### config.mk
export PLATFORM = sky130hd
export DESIGN_NAME = mem_arbiter
export DESIGN_NICKNAME = d
export VERILOG_FILES = /design/src/rtl/mem_arb_pkg.sv /design/src/rtl/mem_arbiter_id_fifo.sv /design/src/rtl/mem_arbiter.sv
export SDC_FILE = /design/constraint.sdc
export NUM_CORES = 1
export LEC_CHECK = 0
export CORE_AREA = 4 4 117 119
export CTS_CLUSTER_SIZE = 8
export DETAILED_ROUTE_END_ITERATION = 10
export DIE_AREA = 0 0 121 123
export HOLD_SLACK_MARGIN = 0.06
export PLACE_DENSITY = 0.72
export SLEW_MARGIN = 20
export SYNTH_ARGS = -nofsm -noshare
export SYNTH_HDL_FRONTEND = slang
export SYNTH_SLANG_ARGS = --single-unit
### constraint.sdc
create_clock -name clk -period 1.85 [get_ports clk]
set_clock_uncertainty 0.1 [all_clocks]
set_input_delay 0.185 -clock clk [delete_from_list [all_inputs] [get_ports clk]]
set_output_delay 0.185 -clock clk [all_outputs]
set_load 0.05 [all_outputs]
### src/rtl/mem_arb_pkg.sv
// Shared types and the round-robin pick function for the memory-port arbiter.
package mem_arb_pkg;

  localparam int MAX_MASTERS = 16;
  localparam int MAX_ID_W    = 4;

  typedef enum logic {
    ARB_S  = 1'b0,
    HOLD_S = 1'b1
  } arb_state_e;

  typedef struct packed {
    logic                found;
    logic [MAX_ID_W-1:0] id;
  } rr_pick_t;

  // First requester at or after ptr, wrapping modulo num (ptr must be < num).
  function automatic rr_pick_t rr_pick(input logic [MAX_MASTERS-1:0] req,
                                       input logic [MAX_ID_W-1:0]    ptr,
                                       input int unsigned            num);
    rr_pick_t    res;
    int unsigned idx;
    res = '0;
    for (int unsigned k = 0; k < MAX_MASTERS; k++) begin
      idx = 32'(ptr) + k;
      if (idx >= num) idx = idx - num;
      if (!res.found && (k < num) && req[idx[MAX_ID_W-1:0]]) begin
        res.found = 1'b1;
        res.id    = idx[MAX_ID_W-1:0];
      end
    end
    return res;
  endfunction

endpackage

### src/rtl/mem_arbiter_id_fifo.sv
// Master-ID FIFO: remembers who issued each outstanding request, in issue order.
module id_fifo #(
  parameter int WIDTH = 1,
  parameter int DEPTH = 2,
  localparam int CNT_W = $clog2(DEPTH + 1),
  localparam int PTR_W = (DEPTH > 1) ? $clog2(DEPTH) : 1
) (
  input  logic             clk,
  input  logic             rst_n,
  input  logic             push_i,
  input  logic [WIDTH-1:0] data_i,
  input  logic             pop_i,
  output logic [WIDTH-1:0] data_o,
  output logic             full_o,
  output logic             empty_o,
  output logic [CNT_W-1:0] count_o
);

  logic [WIDTH-1:0] mem_q [DEPTH];
  logic [PTR_W-1:0] wr_ptr_q, wr_ptr_d, rd_ptr_q, rd_ptr_d;
  logic [CNT_W-1:0] count_q, count_d;
  logic             do_push, do_pop;

  assign full_o  = (count_q == CNT_W'(DEPTH));
  assign empty_o = (count_q == '0);
  assign count_o = count_q;
  assign data_o  = mem_q[rd_ptr_q];

  // A push into a full FIFO is accepted only when the head leaves in the same cycle.
  assign do_push = push_i & (~full_o | pop_i);
  assign do_pop  = pop_i & ~empty_o;

  always_comb begin
    wr_ptr_d = wr_ptr_q;
    rd_ptr_d = rd_ptr_q;
    count_d  = count_q;
    if (do_push) wr_ptr_d = (wr_ptr_q == PTR_W'(DEPTH - 1)) ? '0 : wr_ptr_q + 1'b1;
    if (do_pop)  rd_ptr_d = (rd_ptr_q == PTR_W'(DEPTH - 1)) ? '0 : rd_ptr_q + 1'b1;
    if (do_push && !do_pop)      count_d = count_q + 1'b1;
    else if (!do_push && do_pop) count_d = count_q - 1'b1;
  end

  always_ff @(posedge clk or negedge rst_n) begin
    if (!rst_n) begin
      wr_ptr_q <= '0;
      rd_ptr_q <= '0;
      count_q  <= '0;
    end else begin
      wr_ptr_q <= wr_ptr_d;
      rd_ptr_q <= rd_ptr_d;
      count_q  <= count_d;
    end
  end

  always_ff @(posedge clk) begin
    if (do_push) mem_q[wr_ptr_q] <= data_i;
  end

endmodule

### src/rtl/mem_arbiter.sv
// Round-robin arbiter sharing one req/gnt/rvalid memory port between several masters.
module mem_arbiter
  import mem_arb_pkg::*;
#(
  parameter int NUM_MASTERS   = 2,
  parameter int ADDR_WIDTH    = 32,
  parameter int DATA_WIDTH    = 32,
  parameter int ID_FIFO_DEPTH = 2,
  localparam int ID_W  = $clog2(NUM_MASTERS),
  localparam int CNT_W = $clog2(ID_FIFO_DEPTH + 1)
) (
  input  logic                                   clk,
  input  logic                                   rst_n,
  input  logic [NUM_MASTERS-1:0]                 m_req_i,
  output logic [NUM_MASTERS-1:0]                 m_gnt_o,
  output logic [NUM_MASTERS-1:0]                 m_rvalid_o,
  input  logic [NUM_MASTERS-1:0][ADDR_WIDTH-1:0] m_addr_i,
  input  logic [NUM_MASTERS-1:0]                 m_we_i,
  input  logic [NUM_MASTERS-1:0][DATA_WIDTH-1:0] m_wdata_i,
  output logic [NUM_MASTERS-1:0][DATA_WIDTH-1:0] m_rdata_o,
  output logic                                   s_req_o,
  input  logic                                   s_gnt_i,
  input  logic                                   s_rvalid_i,
  output logic [ADDR_WIDTH-1:0]                  s_addr_o,
  output logic                                   s_we_o,
  output logic [DATA_WIDTH-1:0]                  s_wdata_o,
  input  logic [DATA_WIDTH-1:0]                  s_rdata_i,
  output logic [CNT_W-1:0]                       outstanding_o,
  output logic                                   err_o,
  output arb_state_e                             dbg_state_o
);

  arb_state_e      state_q, state_d;
  logic [ID_W-1:0] lock_id_q, lock_id_d, rr_ptr_q, rr_ptr_d;
  logic            err_q, err_d;
  logic [ID_W-1:0] sel_id, head_id;
  logic            sel_valid, stall, hs, pop;
  logic            fifo_full, fifo_empty;
  rr_pick_t        pick;

  id_fifo #(.WIDTH(ID_W), .DEPTH(ID_FIFO_DEPTH)) u_id_fifo (
    .clk     (clk),
    .rst_n   (rst_n),
    .push_i  (hs),
    .data_i  (sel_id),
    .pop_i   (s_rvalid_i),
    .data_o  (head_id),
    .full_o  (fifo_full),
    .empty_o (fifo_empty),
    .count_o (outstanding_o)
  );

  assign pick        = rr_pick(MAX_MASTERS'(m_req_i), MAX_ID_W'(rr_ptr_q), 32'(NUM_MASTERS));
  // A response frees a FIFO slot in the same cycle, so a full FIFO only stalls without one.
  assign stall       = fifo_full & ~s_rvalid_i;
  assign pop         = s_rvalid_i & ~fifo_empty;
  assign err_o       = err_q;
  assign dbg_state_o = state_q;

  always_ff @(posedge clk or negedge rst_n) begin
    if (!rst_n) begin
      state_q   <= ARB_S;
      lock_id_q <= '0;
      rr_ptr_q  <= '0;
      err_q     <= 1'b0;
    end else begin
      state_q   <= state_d;
      lock_id_q <= lock_id_d;
      rr_ptr_q  <= rr_ptr_d;
      err_q     <= err_d;
    end
  end

  always_comb begin
    state_d   = state_q;
    lock_id_d = lock_id_q;
    rr_ptr_d  = rr_ptr_q;
    err_d     = err_q | (s_rvalid_i & fifo_empty);
    if (hs) rr_ptr_d = (sel_id == ID_W'(NUM_MASTERS - 1)) ? '0 : sel_id + 1'b1;
    case (state_q)
      ARB_S: if (s_req_o && !s_gnt_i) begin
        state_d   = HOLD_S;
        lock_id_d = sel_id;
      end
      // Leaves on handshake, or when the locked master abandons its request.
      HOLD_S: if (hs || !m_req_i[lock_id_q]) state_d = ARB_S;
      default: state_d = ARB_S;
    endcase
  end

  always_comb begin
    sel_id     = '0;
    sel_valid  = 1'b0;
    m_gnt_o    = '0;
    m_rvalid_o = '0;
    if (state_q == HOLD_S) begin
      sel_id    = lock_id_q;
      sel_valid = m_req_i[lock_id_q];
    end else begin
      sel_id    = pick.id[ID_W-1:0];
      sel_valid = pick.found;
    end
    s_req_o   = sel_valid & ~stall;
    hs        = s_req_o & s_gnt_i;
    s_addr_o  = s_req_o ? m_addr_i[sel_id]  : '0;
    s_we_o    = s_req_o ? m_we_i[sel_id]    : 1'b0;
    s_wdata_o = s_req_o ? m_wdata_i[sel_id] : '0;
    if (hs)  m_gnt_o[sel_id]     = 1'b1;
    if (pop) m_rvalid_o[head_id] = 1'b1;
    for (int i = 0; i < NUM_MASTERS; i++) m_rdata_o[i] = s_rdata_i;
  end

endmodule
# Word-level counts from Yosys, hierarchy flattened
# Memories as Yosys holds them, arrays and structs flattened.
# Index checks and enable logic that the tools add are counted.
[op_classes]
n_addsub = 8
eq_ne = 1
mux = 37
magnitude_cmp = 9
n_reduce_logical = 15
bitwise_logic = 13
[ops]
columns = ["operator", "count"]
rows = [
  ["$mux W32", 6],
  ["$mux W1", 18],
  ["$lt A4 B5 Y1 const B", 2],
  ["$mux W5", 2],
  ["$bmux W1 S4", 2],
  ["$mux W2", 4],
  ["$mux W4", 2],
  ["$and A1 B1 Y1", 6],
  ["$logic_and A1 B1 Y1", 6],
  ["$lt A1 B2 Y1 const B", 3],
  ["$logic_not A1 Y1", 5],
  ["$not A1 Y1", 5],
  ["$add A1 B1 Y1 const B", 3],
  ["$sub A1 B2 Y3 const B", 1],
  ["$sub A2 B2 Y3 const B", 1],
  ["$add A1 B1 Y2 const B", 1],
  ["$add A2 B1 Y2 const B", 1],
  ["$demux W1 S1", 2],
  ["$eq A2 B2 Y1 const B", 1],
  ["$ge A1 B1 Y1 const B", 2],
  ["$ge A1 B2 Y1 const B", 1],
  ["$ge A2 B2 Y1 const B", 1],
  ["$logic_not A2 Y1", 1],
  ["$or A1 B1 Y1", 2],
  ["5 further kinds", 5],
]
[totals]
regBits = 8
ram_bits = 2
out_inout_bits = 138
memories = 1
wordCells = 91
[memory_table]
columns = ["name", "depth", "width", "read_ports", "rd_ports_with_merged_regs", "write_ports", "line", "rtl"]
rows = [
  ["u_id_fifo.mem_q", 2, 1, 1, 0, 1, "mem_arbiter_id_fifo.sv:19", "logic [WIDTH-1:0] mem_q [DEPTH];"],
]

# Logic depth before layout (Yosys ltp)
# Gate-level depths: netlist (run 1).
[depth]
ltp_word = 16
mapped_depth = 9

# Hierarchy
# From an unflattened synthesis (run 1), not the netlist that was laid out.
[unflattened]
cells_unflattened = 333
area_unflattened_um2 = 2137.0
[modules_own_cells]
columns = ["module", "instances", "area_per_inst_um2", "cells_per_inst", "seq_area_each_um2"]
rows = [
  ["mem_arbiter", 1, 1848.0, 310, 100.1],
  ["id_fifo", 1, 289.0, 23, 160.2],
]

# Worst setup path after synthesis (run 1)
# OpenSTA, ideal clock, no wires.
[synth_timing]
path_type = "flip-flop to output port"
startpoint = "reg u_id_fifo.count_q[1], in the netlist u_id_fifo.count_o[1]"
endpoint = "out s_addr_o[10]"
stages_incl_launch_ff = 5
n_path_buf = 1
t_arrival_ns = 2.197
required_time_ns = 1.565
path_slack_ns = -0.632
path_cell_list = "dfrtp_1 nor3b_2 a211o_2 clkbuf_1 a21oi_1"
[synth_between]
elab_chain_cells = 5
[synth_lines]
columns = ["item", "line", "rtl"]
rows = [
  ["from (decl)", "mem_arbiter_id_fifo.sv:21", "logic [CNT_W-1:0] count_q, count_d;"],
  ["from (signal assigned)", "mem_arbiter_id_fifo.sv:51", "count_q <= count_d;"],
  ["$eq A2 B2 Y1", "mem_arbiter_id_fifo.sv:24", "assign full_o = (count_q == CNT_W'(DEPTH));"],
  ["$and A1 B1 Y1", "mem_arbiter.sv:55", "assign stall = fifo_full & ~s_rvalid_i;"],
  ["$not A1 Y1", "mem_arbiter.sv:103", "s_req_o = sel_valid & ~stall;"],
  ["$and A1 B1 Y1", "mem_arbiter.sv:103", ""],
  ["$mux W32", "mem_arbiter.sv:105", "s_addr_o = s_req_o ? m_addr_i[sel_id] : '0;"],
  ["to (decl)", "mem_arbiter.sv:24", "output logic [ADDR_WIDTH-1:0] s_addr_o,"],
]
# No other way between the ends.

# Worst setup path after layout (run 1)
[layout_timing]
startpoint = "reg lock_id_q"
endpoint = "out s_addr_o[22]"
[layout_between]
elab_chain_cells = 5
elab_cells_between_ends = 8
classes_between = "mux (7); bitwise (1)"
[layout_lines]
columns = ["item", "line", "rtl"]
rows = [
  ["from (decl)", "mem_arbiter.sv:34", "logic [ID_W-1:0] lock_id_q, lock_id_d, rr_ptr_q, rr_ptr_d;"],
  ["from (signal assigned)", "mem_arbiter.sv:68", "lock_id_q <= lock_id_d;"],
  ["$mux W1 (implied by the code) (2 in series)", "mem_arbiter.sv:98", "sel_valid = m_req_i[lock_id_q];"],
  ["$mux W1", "mem_arbiter.sv:96", "if (state_q == HOLD_S) begin"],
  ["$and A1 B1 Y1", "mem_arbiter.sv:103", ""],
  ["$mux W32 *", "mem_arbiter.sv:105", ""],
]
# Every way passes the cells marked *; elsewhere a longest branch is shown, timed or not. The select of a mux whose other input is x is not followed.

==> results of run 1 <==
[timing repair]
| item | CTS | global route |
|---|---|---|
| gates resized for setup | 98 | 14 |
| setup endpoints to repair | 71 | 74 |
| buffers inserted | 9 | 3 |
| pin swaps | 5 | 1 |
| gates cloned | 9 | 2 |
[logic make-up after synthesis]
| family | synth area share |
|---|---|
| fa+ha+maj | 0.00578 |
| simple gates | 0.270 |
| flops | 0.120 |
| mux | 0.0162 |
| buf+inv | 0.309 |
| xor+xnor | 0.0202 |
| compound gates | 0.259 |
[layer usage]
layer	vias up	GRT usage	wire, um
li1	1331	-	-
met1	1316	0.159	4380
met2	154	0.276	6580
met3	11	0.0320	885
met4	0	0.0234	79
met5	-	0	0
[metrics by stage]
| step | cell area [um2] | total power [mW] | TNS, ns | instances |
|---|---|---|---|---|
| after floorplan | 2830 | 5.21 | -8.07 | 328 |
| after global placement | 4540 | 6.40 | -22.29 | 643 |
| after detailed placement | 4540 | 6.46 | -22.19 | 643 |
| after CTS | 5310 | 8.15 | -16.88 | 665 |
| after global routing | 5430 | 8.68 | -21.84 | 670 |
| final | 5430 | 8.32 | -17.92 | 670 |
[cell type report]
type / instances / area share
clock buffers: 4 / 0.0145
well taps: 172 / 0.0396
flip-flops and latches: 10 / 0.0486
repair buffers: 252 / 0.543
inverters: 3 / 0.00668
multi-input cells: 229 / 0.347
[cell usage in the layout, fill, tap and decap left out, types with 3 or more instances in the layout]
master           netlist  final
a21oi_4                0     65
nand2_2                0      7
buf_12                 0     11
buf_16                 0     12
nand2_1              131    124
buf_6                 10     60
buf_4                 66     20
nor2_1                10      6
dfrtp_1                8      5
buf_8                  0     11
clkbuf_16              0      5
dfrtp_2                0      3
clkdlybuf4s50_1        0    134
nor2_4                 0      3
xnor2_1                3      3
[where the power goes]
group / switching [mW] / total, mW / internal [mW] / leakage, nW
combinational: 4.38 / 7.54 / 3.16 / 1.96
clock: 0.0973 / 0.386 / 0.288 / 0.0382
sequential: 0.0758 / 0.399 / 0.323 / 0.106
[path summary, 6_finish.rpt]
path / startpoint / to / depth (start not counted)
worst min register to register: err_o / err_o / 1
min in group clk: s_rdata_i[10] / m_rdata_o[10] / 0
worst max-delay path: lock_id_q / s_addr_o[22] / 6
max in group asynchronous: rst_n / dbg_state_o / 1
worst max register to register: lock_id_q / rr_ptr_q / 10
worst min-delay path: rst_n / u_id_fifo.rd_ptr_q / 1
[worst max-delay path, cell delays in order, from the launching register on]
cell and delay [ns]:
dfrtp_1 0.39, mux2i_2 0.17, a211o_4 0.38, buf_12 0.18
buf_16 0.17, a21oi_4 0.14, buf_6 0.17
[sequential cells by signal (all words and copies together), names as in the netlist]
signal / flops
u_id_fifo.count_o: 2
u_id_fifo.mem_q: 2
dbg_state_o: 1
err_o: 1
lock_id_q: 1
rr_ptr_q: 1
u_id_fifo.rd_ptr_q: 1
u_id_fifo.wr_ptr_q: 1
==> key figures, run 1 <==
Status
  • Status: finished with violations
  • Failing checks: setup timing

Clock network
  • Num CTS Buffers: 3
  • Clock Latency Late Sink: between 0.2 and 0.25 ns
  • Max clock buf depth: 2
  • Clock sink count: 10
  • CTS tree: yes
  • H-tree Lvls: 1
  • Hold_buf cts: 0
  • Root Buffer Master: clkbuf_16
  • Clock slew at reported path FFs: roughly 0.04 ns

Timing
  • Final setup fails: just over 70
  • Worst-Margin Slew: 0.510 ns
  • Slew HR: 0.659
  • Hold_ws: ~0.15 ns
  • Period utilisation layout: 1.16
  • Final hold vios: 0
  • Setup ws final: -0.299 ns
  • Fmax: between 400 and 500 MHz
  • Max-slew violations: 0
  • Minimum clock period: around 2.1 ns
  • Unrepaired setup endpoints after global routing: true

Critical path
  • Worst setup EP type: output pin
  • CP Class: flip-flop to output pin
  • Worst Setup Start Kind: flip-flop
  • Worst endpoint data arrival time: ~1.9 ns
  • Setup slack, reg-to-reg: -0.20 ns
  • Largest fanout on the critical path: 8
  • CP required: 1.56 ns

Hold path
  • Hold crit path type: input port to asynchronous set/reset pin

Final layout
  • Layout cell share with drive strength beyond 1: 0.426
  • Footprint of the multi-input gates: 0.00189 mm2
  • Final net count: between 600 and 700
  • Layout Utilization: 0.432
  • Flip-flop and latch area: approximately 260 um2
  • Fillers: 1169
  • Diode count: 0
  • Area grow syn2layout: 151%

Logic synthesis
  • Dominant cell type by area after synthesis: buf_4
  • Post-Syn Instances: between 300 and 400
  • Sequential area share after synthesis: 0.120
  • Most frequent cells after synthesis: nand2_1, buf_4, a21oi_2
  • Asr flop ratio synth: 0.800
  • Number of synthesized register bits: 10
  • Post-synth EDFFs: 2
  • Share of the synthesized area in the top cell type: 0.229
  • Most frequent cell after synthesis: nand2_1
  • Mapped cell area: 0.00217 mm2
  • Largest cells by area after synthesis: buf_4, nand2_1, a21oi_2, dfrtp_1, buf_6
  • Top FF cell, synth: dfrtp_1
  • Mean Syn Cell Area: roughly 6.6 um2
  • Synth unique cells: 27
  • Yosys warnings: 0
  • Syn Nets: ~500

Power and ir drop
  • Peak supply drop: between 800 and 900 uV
  • Leak: 2.10 nW
  • Power per cell area: approximately 1500 mW/mm2

Job
  • Max_cap viols: 0

Routing
  • DRT iter0 DRCs: 60
  • DRC errors left: 0
  • Vias/cell: between 4 and 5
  • Final Routed Wirelength: roughly 12 mm
  • Routed wire per std cell: 17.8 um
  • Vias: 2812
  • DRT antenna net count: 0
  • DRT Pass-1 Iters: 4

GRT
  • Largest net degree at the start of global routing: 38
  • GRT Overall Usage: 0.142
  • Vias in the first global route: approximately 3100
  • Grt total ovfl: 0
  • First-pass GRT wire length: between 15 and 20 mm
  • Initial antenna violation count: 0

Floorplan
  • Die area: 0.0149 mm2
  • Die Height: between 100 and 150 um
  • Die width: roughly 120 um
  • Starting Density: 0.172
  • Placeable Area: between 0.01 and 0.015 mm2
  • I/O Pins: about 310
  • Cell row count: around 40

Placement
  • HPWL Detailed: between 8 and 9 mm
  • I/O Buffers: about 210
  • GP Congestion: 0.808
  • Post-Place Worst Slack: -0.344 ns
No activity file was read; power rests on OpenSTA's default activity.
==> run 2: changes to the inputs <==
--- a/config.mk
+++ b/config.mk
@@ -5,12 +5,13 @@
 export SDC_FILE = /design/constraint.sdc
 export NUM_CORES = 1
 export LEC_CHECK = 0
-export CORE_AREA = 4 4 117 119
+export CORE_ASPECT_RATIO = 0.5
+export CORE_MARGIN = 5
+export CORE_UTILIZATION = 22
 export CTS_CLUSTER_SIZE = 8
 export DETAILED_ROUTE_END_ITERATION = 10
-export DIE_AREA = 0 0 121 123
 export HOLD_SLACK_MARGIN = 0.06
-export PLACE_DENSITY = 0.72
+export PLACE_DENSITY = 0.87
 export SLEW_MARGIN = 20
 export SYNTH_ARGS = -nofsm -noshare
 export SYNTH_HDL_FRONTEND = slang
==> key figures, run 2 (synthesized netlist as in run 1, its figures left out) <==
Status
  • Status: finished with violations (unchanged)
  • Failing checks: setup timing (unchanged)

Hold path
  • Hold crit path type: input port to asynchronous set/reset pin (unchanged)

Final layout
  • Final net count: 665 (was 668)
  • Layout Utilization: 0.559 (was 0.432)
  • Commonest non-fill, non-tap cell in the layout: clkdlybuf4s50_1 (unchanged)
  • Diode count: 0 (unchanged)
  • Cell area after layout: 0.00532 mm2 (was 0.00543 mm2)
  • Layout cell share with drive strength beyond 1: 0.420 (was 0.426)
  • Most frequent cells in the layout: clkdlybuf4s50_1, nand2_1, a21oi_4 (unchanged)
  • Area grow syn2layout: 146% (was 151%)

Routing
  • DRC errors left: 0 (unchanged)
  • Vias: 2789 (was 2812)
  • DRT Pass-1 Iters: 4 (unchanged)
  • Wl on met1: 4.42 mm (was 4.38 mm)
  • DRT antenna net count: 0 (unchanged)
  • DRT iter0 DRCs: 129 (was 60)
  • Final Routed Wirelength: 11.4 mm (was 11.9 mm)
  • DR WL met3: 906 um (was 885 um)
  • Routed wire per std cell: 18.0 um (was 17.8 um)
  • Vias/cell: 4.43 (was 4.20)
  • Met2 wire length: 5.69 mm (was 6.58 mm)
  • Max Used Layer: met4 (unchanged)

Placement
  • Placed Area: 0.00453 mm2 (was 0.00454 mm2)
  • Post-Place Worst Slack: -0.305 ns (was -0.344 ns)
  • GP Congestion: 0.853 (was 0.808)
  • HPWL Detailed: 8.41 mm (was 8.23 mm)
  • I/O Buffers: 209 (unchanged)

Floorplan
  • Die width: 150 um (was 121 um)
  • Die area: 0.0120 mm2 (was 0.0149 mm2)
  • I/O Pins: 306 (unchanged)
  • Die Height: 80.2 um (was 123 um)
  • Starting Density: 0.228 (was 0.172)
  • Cell row count: 25 (was 41)
  • Placeable Area: 0.00951 mm2 (was 0.0126 mm2)

Clock network
  • Max clock buf depth: 2 (unchanged)
  • Clock slew at reported path FFs: 0.04 ns (about the same)
  • CTS tree: yes (unchanged)
  • H-tree Lvls: 1 (unchanged)
  • Root Buffer Master: clkbuf_16 (unchanged)
  • Num CTS Buffers: 3 (unchanged)
  • Clock sink count: 10 (unchanged)
  • Clock Latency Late Sink: 0.24 ns (about the same)

Timing
  • Worst-Margin Slew: 0.505 ns (was 0.510 ns)
  • Max-slew violations: 0 (unchanged)
  • Unrepaired setup endpoints after global routing: true (unchanged)
  • Final hold vios: 0 (unchanged)
  • Minimum clock period: 2.13 ns (was 2.15 ns)
  • Setup ws final: -0.280 ns (was -0.299 ns)
  • Period utilisation layout: 1.15 (was 1.16)
  • Fmax: 469 MHz (was 465 MHz)
  • Slew HR: 0.662 (was 0.659)
  • Final setup fails: 70 (was 72)

Critical path
  • CP required: 1.56 ns (about the same)
  • Critical path's slowest cell: a211o_4 (was dfrtp_1)
  • Worst setup EP type: output pin (unchanged)
  • Worst path max stage delay: 0.40 ns (was 0.39 ns)
  • CP Class: flip-flop to output pin (unchanged)
  • Largest fanout on the critical path: 5 (was 8)
  • Worst-path cell chain: mux2i_2, a211o_4, buf_12, buf_16, a21oi_4, buf_6 (unchanged)
  • Worst endpoint data arrival time: 1.85 ns (was 1.86 ns)
  • Worst Setup Start Kind: flip-flop (unchanged)

Power and ir drop
  • PnR Total Power: 8.26 mW (was 8.32 mW)
  • Peak supply drop: 930 uV (was 896 uV)
  • Leak: 2.07 nW (was 2.10 nW)
  • Power per cell area: 1550 mW/mm2 (was 1530 mW/mm2)

GRT
  • Initial antenna violation count: 0 (unchanged)
  • GRT Overall Usage: 0.179 (was 0.142)
  • Grt total ovfl: 0 (unchanged)
  • First-pass GRT wire length: 16.9 mm (was 16.8 mm)
  • Largest net degree at the start of global routing: 30 (was 38)
  • Vias in the first global route: 3079 (was 3127)

Job
  • Max_cap viols: 0 (unchanged)
==> run 2: cell types whose count changed in the layout (fill, tap and decap cells not counted), moves of 2 or more <==
cell | before | now
buf_4 | 20 | 17
clkbuf_16 | 5 | 3
buf_16 | 12 | 10
buf_6 | 60 | 62
buf_12 | 11 | 13
==> run 2: worst max-delay path, delay by kind of cell, from the launching register on <==
family	cells	cell delay, ns
DFF	1	0.39
muxes	1	0.17
AOI/OAI and AO/OA	2	0.54
buffers and inverters	3	0.50
==> run 2: area by class of cell <==
| type | instances | area (um2) |
|---|---|---|
| Multi-Input combinational cell | 229 | 1880 |
| Inverter | 3 | 33.8 |
| Clock buffer | 4 | 88.8 |
| Sequential cell | 10 | 264 |
| Tap cell | 135 | 169 |
| Timing Repair Buffer | 249 | 2890 |
| Fill cell | 791 | 4190 |
==> run 2: worst paths after layout <==
| check | slack, ns | startpoint | to | cells after the start |
|---|---|---|---|---|
| worst min-delay path | 0.14 | rst_n | u_id_fifo.wr_ptr_q | 1 |
| worst min register to register | 0.35 | err_o | err_o | 1 |
| worst max register to register | -0.10 | lock_id_q | u_id_fifo.count_o[1] | 10 |
| worst max-delay path | -0.28 | lock_id_q | s_wdata_o[25] | 6 |
| max in group asynchronous | 1.20 | rst_n | u_id_fifo.count_o[0] | 1 |
| min in group clk | 0.27 | s_rdata_i[15] | m_rdata_o[15] | 0 |
==> run 2: what timing repair did <==
item                       4_1_cts  5_1_grt
resized for setup              102       14
pin swaps                        3        3
setup endpoints to repair       71       72
buffers inserted                 7        1
hold buffers                     0        0
cloned                           8        0
==> run 2: per-stage QoR <==
step / cells / hold slack, ns / setup TNS, ns
6_report: 630 / 0.144 / -16.30
5_1_grt: 630 / 0.172 / -19.45
4_1_cts: 630 / 0.149 / -16.01
3_5_place_dp: 612 / 0.270 / -18.40
3_3_place_gp: 612 / 0.270 / -16.32
2_1_floorplan: 328 / -0.211 / -8.07
==> run 2: per-layer routing <==
| metal | GRT usage | up-vias |
|---|---|---|
| met5 | 0 | - |
| met4 | 0.0602 | 0 |
| met3 | 0.0603 | 30 |
| met2 | 0.305 | 137 |
| met1 | 0.212 | 1302 |
| li1 | - | 1320 |
==> run 2: where the power goes <==
part           total (mW)  internal, mW  leakage [nW]  switching (mW)
registers           0.393         0.323         0.106          0.0701
clock network       0.426         0.325        0.0442           0.101
logic                7.44          3.12          1.92            4.32
